===== src/rtl/dispense_seq.sv =====
// Dispense sequencer: serves the masked channels from highest to lowest, one motor at a time.
// Each channel has a watchdog. Abort, a latched fault state and status outputs are included.
module dispense_seq #(
    parameter int N_CH    = 3,
    parameter int TMO_W   = 16,
    parameter int TIMEOUT = 50000,
    parameter int CH_W    = (N_CH > 1) ? $clog2(N_CH) : 1
) (
    input  logic            clk,
    input  logic            reset,
    input  logic            rgb_full,
    input  logic            enter,
    input  logic            abort,
    input  logic [N_CH-1:0] ch_mask,
    input  logic [N_CH-1:0] flags,
    output logic [N_CH-1:0] motores,
    output logic            busy,
    output logic            done,
    output logic            error,
    output logic [CH_W-1:0] cur_ch,
    output logic [CH_W-1:0] err_ch
);

    if (TIMEOUT < 0 || longint'(TIMEOUT) >= (longint'(1) << TMO_W)) begin : g_tmo_chk
        $error("dispense_seq: TIMEOUT does not fit in TMO_W bits");
    end

    typedef enum logic [2:0] {
        LECTURA = 3'd0,
        ESPERA  = 3'd1,
        CARGA   = 3'd2,
        FIN     = 3'd3,
        FAULT   = 3'd4
    } state_t;

    state_t            state, state_nx;
    logic [N_CH-1:0]   mask, mask_nx, rest;
    logic [CH_W-1:0]   cur_nx, err_nx;
    logic [TMO_W-1:0]  timer, timer_nx;
    logic              enter_q, enter_rise;

    assign enter_rise = enter & ~enter_q;

    function automatic logic [CH_W-1:0] top_bit(input logic [N_CH-1:0] m);
        top_bit = '0;
        for (int i = 0; i < N_CH; i++)
            if (m[i]) top_bit = CH_W'(i);
    endfunction

    always_ff @(posedge clk or negedge reset) begin
        if (!reset) begin
            state   <= LECTURA;
            mask    <= '0;
            cur_ch  <= '0;
            err_ch  <= '0;
            timer   <= '0;
            enter_q <= 1'b0;
        end else begin
            state   <= state_nx;
            mask    <= mask_nx;
            cur_ch  <= cur_nx;
            err_ch  <= err_nx;
            timer   <= timer_nx;
            enter_q <= enter;
        end
    end

    // Outputs decode from the registered state only, so an async reset drops them at once.
    always_comb begin
        state_nx = state;
        mask_nx  = mask;
        cur_nx   = cur_ch;
        err_nx   = err_ch;
        timer_nx = timer;
        motores  = '0;
        busy     = 1'b0;
        done     = 1'b0;
        error    = 1'b0;
        rest     = mask & ~(N_CH'(1) << cur_ch);
        case (state)
            LECTURA: if (rgb_full) state_nx = ESPERA;
            ESPERA: begin
                if (!rgb_full) begin
                    state_nx = LECTURA;
                end else if (enter_rise) begin
                    mask_nx = ch_mask;
                    if (ch_mask == '0) begin
                        state_nx = FIN;
                    end else begin
                        state_nx = CARGA;
                        cur_nx   = top_bit(ch_mask);
                        timer_nx = '0;
                    end
                end
            end
            CARGA: begin
                motores = N_CH'(1) << cur_ch;
                busy    = 1'b1;
                if (timer != '1) timer_nx = timer + 1'b1;
                if (abort) begin
                    state_nx = LECTURA;
                    mask_nx  = '0;
                end else if (flags[cur_ch]) begin
                    // Lower channels are all that remain, so the top set bit is the next one down.
                    mask_nx = rest;
                    if (rest == '0) begin
                        state_nx = FIN;
                    end else begin
                        cur_nx   = top_bit(rest);
                        timer_nx = '0;
                    end
                end else if (TIMEOUT != 0 && timer == TMO_W'(TIMEOUT - 1)) begin
                    state_nx = FAULT;
                    err_nx   = cur_ch;
                end
            end
            FIN: begin
                done     = 1'b1;
                state_nx = LECTURA;
            end
            FAULT: begin
                error = 1'b1;
                if (enter_rise || abort) state_nx = LECTURA;
            end
            default: state_nx = LECTURA;
        endcase
    end

endmodule


===== config.mk =====
export PLATFORM = sky130hd
export DESIGN_NAME = dispense_seq
export DESIGN_NICKNAME = d
export VERILOG_FILES = /design/src/rtl/dispense_seq.sv
export SDC_FILE = /design/constraint.sdc
export NUM_CORES = 1
export LEC_CHECK = 0
export ABC_AREA = 1
export CORE_UTILIZATION = 40
export DETAILED_ROUTE_END_ITERATION = 16
export GPL_TIMING_DRIVEN = 0
export PLACE_DENSITY = 0.71
export SYNTH_ARGS = -nofsm -noshare
export SYNTH_HDL_FRONTEND = slang
export SYNTH_SLANG_ARGS = --single-unit

===== constraint.sdc =====
create_clock -name clk -period 1.5 [get_ports clk]
set_input_delay 0.45 -clock clk [delete_from_list [all_inputs] [get_ports clk]]
set_output_delay 0.45 -clock clk [all_outputs]
set_load 0.01 [all_outputs]

==> results of run 1 <==
[state kept, by name, summed over array words and instances, names as in the netlist]
name,flops
mask,3
enter_q,1
timer,16
err_ch,2
state,3
cur_ch,2
[what timing repair did]
item,4_1_cts,5_1_grt
resized for setup,50,43
buffers inserted,22,12
setup endpoints to repair,60,34
pin swaps,1,15
cloned,1,0
[cell usage in the layout, fill, tap and decap left out, types with 6 or more instances in the layout]
cell type / n
nand2_1: 86
nor2_1: 36
inv_1: 33
nand3_1: 29
buf_4: 28
dfrtp_1: 24
nand3_2: 10
inv_2: 9
buf_6: 9
o21ai_0: 8
clkdlybuf4s50_1: 8
nor2_2: 7
nand2_2: 6
[through the flow]
step                      hold WS (ns)  setup TNS [ns]  utilization
after floorplan                 0.1544               0            -
after global routing            0.3673          -6.908       0.5803
after CTS                       0.3438          -4.209       0.5411
final                           0.3179          -4.905       0.5803
after detailed placement        0.4666          -26.36       0.4808
after global placement          0.4678          -24.77       0.4808
[power by group through the flow]
stage	sequential [mW]	clock, mW	combinational (mW)
3_5_place_dp	1.03	0	1.83
6_report	1.03	0.441	2.92
2_1_floorplan	1.01	0	1.36
5_1_grt	1.04	0.489	3.16
4_1_cts	1.01	0.444	2.53
3_3_place_gp	1.03	0	1.80
[final cells by class]
| class | count | area, um^2 | area share |
|---|---|---|---|
| Buffer | 4 | 52.55 | 0.01905 |
| Clock buffer | 4 | 45.04 | 0.01633 |
| Inverter | 43 | 166.4 | 0.06032 |
| Multi-Input combinational cell | 225 | 1244 | 0.4508 |
| Sequential cell | 27 | 679.4 | 0.2463 |
| Tap cell | 67 | 83.83 | 0.03039 |
| Timing Repair Buffer | 55 | 488.0 | 0.1769 |
[layer usage]
layer | vias up | routed length [um] | share of wire
li1 | 1065 | - | -
met1 | 1008 | 2540 | 0.45
met2 | 35 | 2861 | 0.51
met3 | 9 | 156 | 0.028
met4 | 0 | 102 | 0.018
met5 | - | 0 | 0
[path summary, 6_finish.rpt]
kind | from | endpoint | slack [ns]
max | state[0]$_DFFE_PN0P_ | motores[0] | -0.25
min | reset | enter_q$_DFF_PN0_ | 0.32
max reg2reg | state[0]$_DFFE_PN0P_ | timer[8]$_DFFE_PN0P_ | -0.24
min reg2reg | mask[2]$_DFFE_PN0P_ | mask[2]$_DFFE_PN0P_ | 0.49
max in group asynchronous | reset | state[1]$_DFFE_PN0P_ | 0.65
min in group clk | mask[2]$_DFFE_PN0P_ | mask[2]$_DFFE_PN0P_ | 0.49
[kinds of logic (layout without fill, tap and decap cells)]
family,count (synthesis),count (layout)
compound gates,17,17
flops,27,27
buf+inv,48,106
simple gates,207,207
fa+ha+maj,1,1
==> run metrics, run 1 <==
Leakage=1.373 nW; Final HPWL DP=3511 um; Tot Pwr=4.389 mW; gr usage total=0.2200; die width=72.75 um; core area=4755 um^2; Worst EP required=1.05 ns; CTS Root Buffer Type=clkbuf_8; Ports=21; Yosys cell types=26; Post-Synth Adder-Cell Area=0.006250; placed cell areas=2286 um^2; Yosys top cell area share=0.3375; Worst Path Arrival=1.30 ns; n_diodes=0; Buf/Inv on CP=3; met3 Track Usage GR=0.02486; Clock Sinks=27; CP endpoint kind=output pin; iteration-0 DRC count of the detailed router=140; largest area contributor in the netlist=dfrtp_1; top post-synthesis cells by area=dfrtp_1 34%, nand2_1 18%, nor2_1 8.4%; Fin. Hold Viols=0; CP Launch Type=flip-flop; top_reg_cell synth=dfrtp_1; most frequent cells after synthesis=94 x nand2_1, 45 x nor2_1, 39 x inv_1, 32 x nand3_1, 27 x dfrtp_1; largest family of logic cells by synthesized area=simple AND/OR/NAND/NOR gates; FFs w/ async S/R, synth=1.000; Syn Nets=312; Clock Power Share=0.100; Worst path max stage delay=0.42 ns; multiplexer share of the synthesized area=0; CP max-delay cell=dfrtp_1; RSZ-0062 raised after global routing=yes; global-route wire length before repair=8956 um; Initial Utilization=0.4211; Synth warnings=0; cell family with most CP delay=flip-flops; Post-route DRC=0; DR WL/cell=13.32 um; Psw=1.915 mW; CP cell instances=inv_2, nand3_4, buf_6, nor3_4, buf_2; DR vias/cell=4.981; fraction of synthesized cell area in xor and xnor cells=0; Tightest Hold Check Type=primary input to asynchronous set/reset pin; CTS tree=done; Netlist Area Pre-Place=2002 um^2; number of antenna violations at the first check in global routing=0; PD cells=1591 nW/um^2; Finished Layout Cells=425; fin. max-slew vios=0; WL final=5660 um; total grt overflow=0; Synth-to-Final Area Change=37.81%; CTS Buf Count=3; CTS Hold Bufs=0; Setup violations, final=29; Compound-Gate Fraction of Synth Area=0.04688; dpl ws=-0.5350 ns; critical path depth=5; vias post-DR=2117; antenna-violating nets left=0; setup slack after layout=-0.2485 ns; reg2reg path depth=11; count leader, synth=nand2_1; Comb pwr share=0.666; drt pass-1 iters=4; Peak VDD IR=1040 uV; sequential fraction of the synthesis area=0.3375; Int Pwr=2.474 mW; number of flops mapped to enable cells by yosys=0; Die Area=5292 um^2; Row Count=25; clk slew on worst S/H paths=0.10 ns; global placer's final weighted congestion=0.9180; Clock Skews=0.003430 ns; switching share of power=0.4363; largest net degree at the start of global routing=28; final net count=371; met2 Usage GRT=0.3676; fin crit share=1.166; placed insts=387; status=complete, but fails checks; Worst Tran Pin Value=0.7610 ns; Post-Syn Instances=300; Reg power frac=0.234; post-route cell area=2759 um^2; failing checks=setup timing; share of cells above drive strength 1=0.2961; Fmax achieved=571.9 MHz; Max-Cap Viols=0; Port-buffer cells=20; simple-gate share of the synthesized area=0.4962; # H-tree levels=1; Clock Latency Late Sink=0.28 ns; fillers=432; routing usage on met1=0.2930; Final min period=1.749 ns; Crit Path Max Fanout=5; Slew HR=0.4926; die height=72.75 um; Avg Cell Area, Syn=6.673 um^2; synthesized flop and latch total=27; critical path type=flip-flop to output pin; clock buffer depth=2; vias in the first global route=1933; grt peak-use layer=met2
Power figures use the tool's default switching activity.
==> inputs of run 2 (changes only) <==
PLACE_DENSITY = default   (was 0.71)
==> run metrics, run 2 (synthesis results as in run 1) <==
global placer's final weighted congestion=0.8285; Tot Pwr=4.341 mW; Worst EP required=1.05 ns; antenna-violating nets left=0; Max-Cap Viols=0; Initial Utilization=0.4211; CP endpoint kind=output pin; Clock Sinks=27; max reg flops=16; CTS Buf Count=3; status=complete, but fails checks; die height=72.75 um; clk slew on worst S/H paths=0.11 ns; fin crit share=1.168; largest net degree at the start of global routing=28; iteration-0 DRC count of the detailed router=65; critical path type=flip-flop to output pin; CP max-delay cell=dfrtp_2; gr usage total=0.2199; PD cells=1586 nW/um^2; Worst Tran Pin Value=0.6175 ns; Clock Skews=0.005578 ns; Worst path max stage delay=0.44 ns; number of antenna violations at the first check in global routing=0; Ports=21; die width=72.75 um; # H-tree levels=1; placed insts=387; commonest cells after routing, fill and taps aside=84 x nand2_1, 37 x nor2_1, 34 x inv_1, 28 x nand3_1, 26 x buf_4; Post-route DRC=0; Fin Setup TNS=-4.386 ns; final net count=369; Buf/Inv on CP=3; clock buffer depth=2; CP cell instances=inv_2, nand3_4, buf_6, nor3_2, buf_2; Worst Path Arrival=1.30 ns; RSZ-0062 raised after global routing=yes; Finished Layout Cells=423; Fmax achieved=571.0 MHz; Leakage=1.335 nW; Top reg by flops=timer; Tightest Hold Check Type=primary input to asynchronous set/reset pin; Setup violations, final=27; global-route wire length before repair=9059 um; CTS tree=done; vias post-DR=2046; Peak VDD IR=873.3 uV; CTS Root Buffer Type=clkbuf_8; share of cells above drive strength 1=0.3090; DR WL/cell=12.75 um; Slew HR=0.5884; core area=4755 um^2; top flop regs=timer (16), mask (3), state (3); Clock Latency Late Sink=0.29 ns; Row Count=25; CTS Hold Bufs=0; n_diodes=0; Crit Path Max Fanout=5; Final HPWL DP=3614 um; cell family with most CP delay=flip-flops; DR vias/cell=4.837; vias in the first global route=1936; worst hold margin=0.1564 ns; Synth-to-Final Area Change=36.69%; Die Area=5292 um^2; CP Launch Type=flip-flop; Final min period=1.751 ns; Fin. Hold Viols=0; Port-buffer cells=20; drt pass-1 iters=4; total grt overflow=0; commonest non-fill, non-tap cell in the layout=nand2_1; setup slack after layout=-0.2513 ns; fin. max-slew vios=0; WL final=5395 um; failing checks=setup timing
==> run 2: cell types whose count changed in the layout (fill, tap and decap cells not counted), moves of 2 or more <==
cell | previous run | this run
nand3_4 | 4 | 2
nand2_2 | 6 | 9
nand3_2 | 10 | 13
nand2_1 | 86 | 84
buf_4 | 28 | 26
nor2_2 | 7 | 5
==> run 2: routing by layer <==
| metal | GRT usage | vias up | share of wire |
|---|---|---|---|
| met4 | 0.05011 | 0 | 0.013 |
| met5 | 0 | - | 0 |
| met1 | 0.3244 | 957 | 0.51 |
| li1 | - | 1053 | - |
| met2 | 0.3468 | 28 | 0.46 |
| met3 | 0.02210 | 8 | 0.023 |
==> run 2: power by group <==
part	internal, mW	switching, mW
logic	1.32	1.54
registers	0.875	0.135
clock network	0.190	0.275
==> run 2: path summary, 6_finish.rpt <==
kind                            slack [ns]                  from                    end  cells after the start
min in group clk                      0.50   mask[2]$_DFFE_PN0P_    mask[2]$_DFFE_PN0P_                      2
worst max-delay path                 -0.25  state[0]$_DFFE_PN0P_             motores[0]                      5
worst min register to register        0.50   mask[2]$_DFFE_PN0P_    mask[2]$_DFFE_PN0P_                      2
worst max register to register       -0.23  state[2]$_DFFE_PN0P_  timer[10]$_DFFE_PN0P_                     12
worst min-delay path                  0.16                 reset   timer[7]$_DFFE_PN0P_                      1
max in group asynchronous             0.91                 reset  cur_ch[0]$_DFFE_PN0P_                      1
==> run 2: final cells by class <==
class | instances | area, um^2
Clock inverter | 1 | 7.507
Timing Repair Buffer | 52 | 446.7
Multi-Input combinational cell | 225 | 1244
Buffer | 5 | 68.82
Fill cell | 461 | 2018
Clock buffer | 3 | 41.29
Inverter | 43 | 163.9
Sequential cell | 27 | 680.7
Tap cell | 67 | 83.83
==> run 2: per-stage QoR <==
stage,util,instance area [um^2],setup WS [ns]
after floorplan,-,2002,0.03858
after global placement,0.4808,2286,-0.4970
after detailed placement,0.4808,2286,-0.5104
after CTS,0.5453,2592,-0.2498
after global routing,0.5755,2736,-0.3008
final,0.5755,2736,-0.2513
==> run 2: timing repair <==
action / 4_1_cts / 5_1_grt
pin swaps: 6 / 10
endpoints found under the setup margin: 60 / 32
gates resized for setup: 68 / 26
setup buffers: 24 / 6
gates cloned: 1 / 1
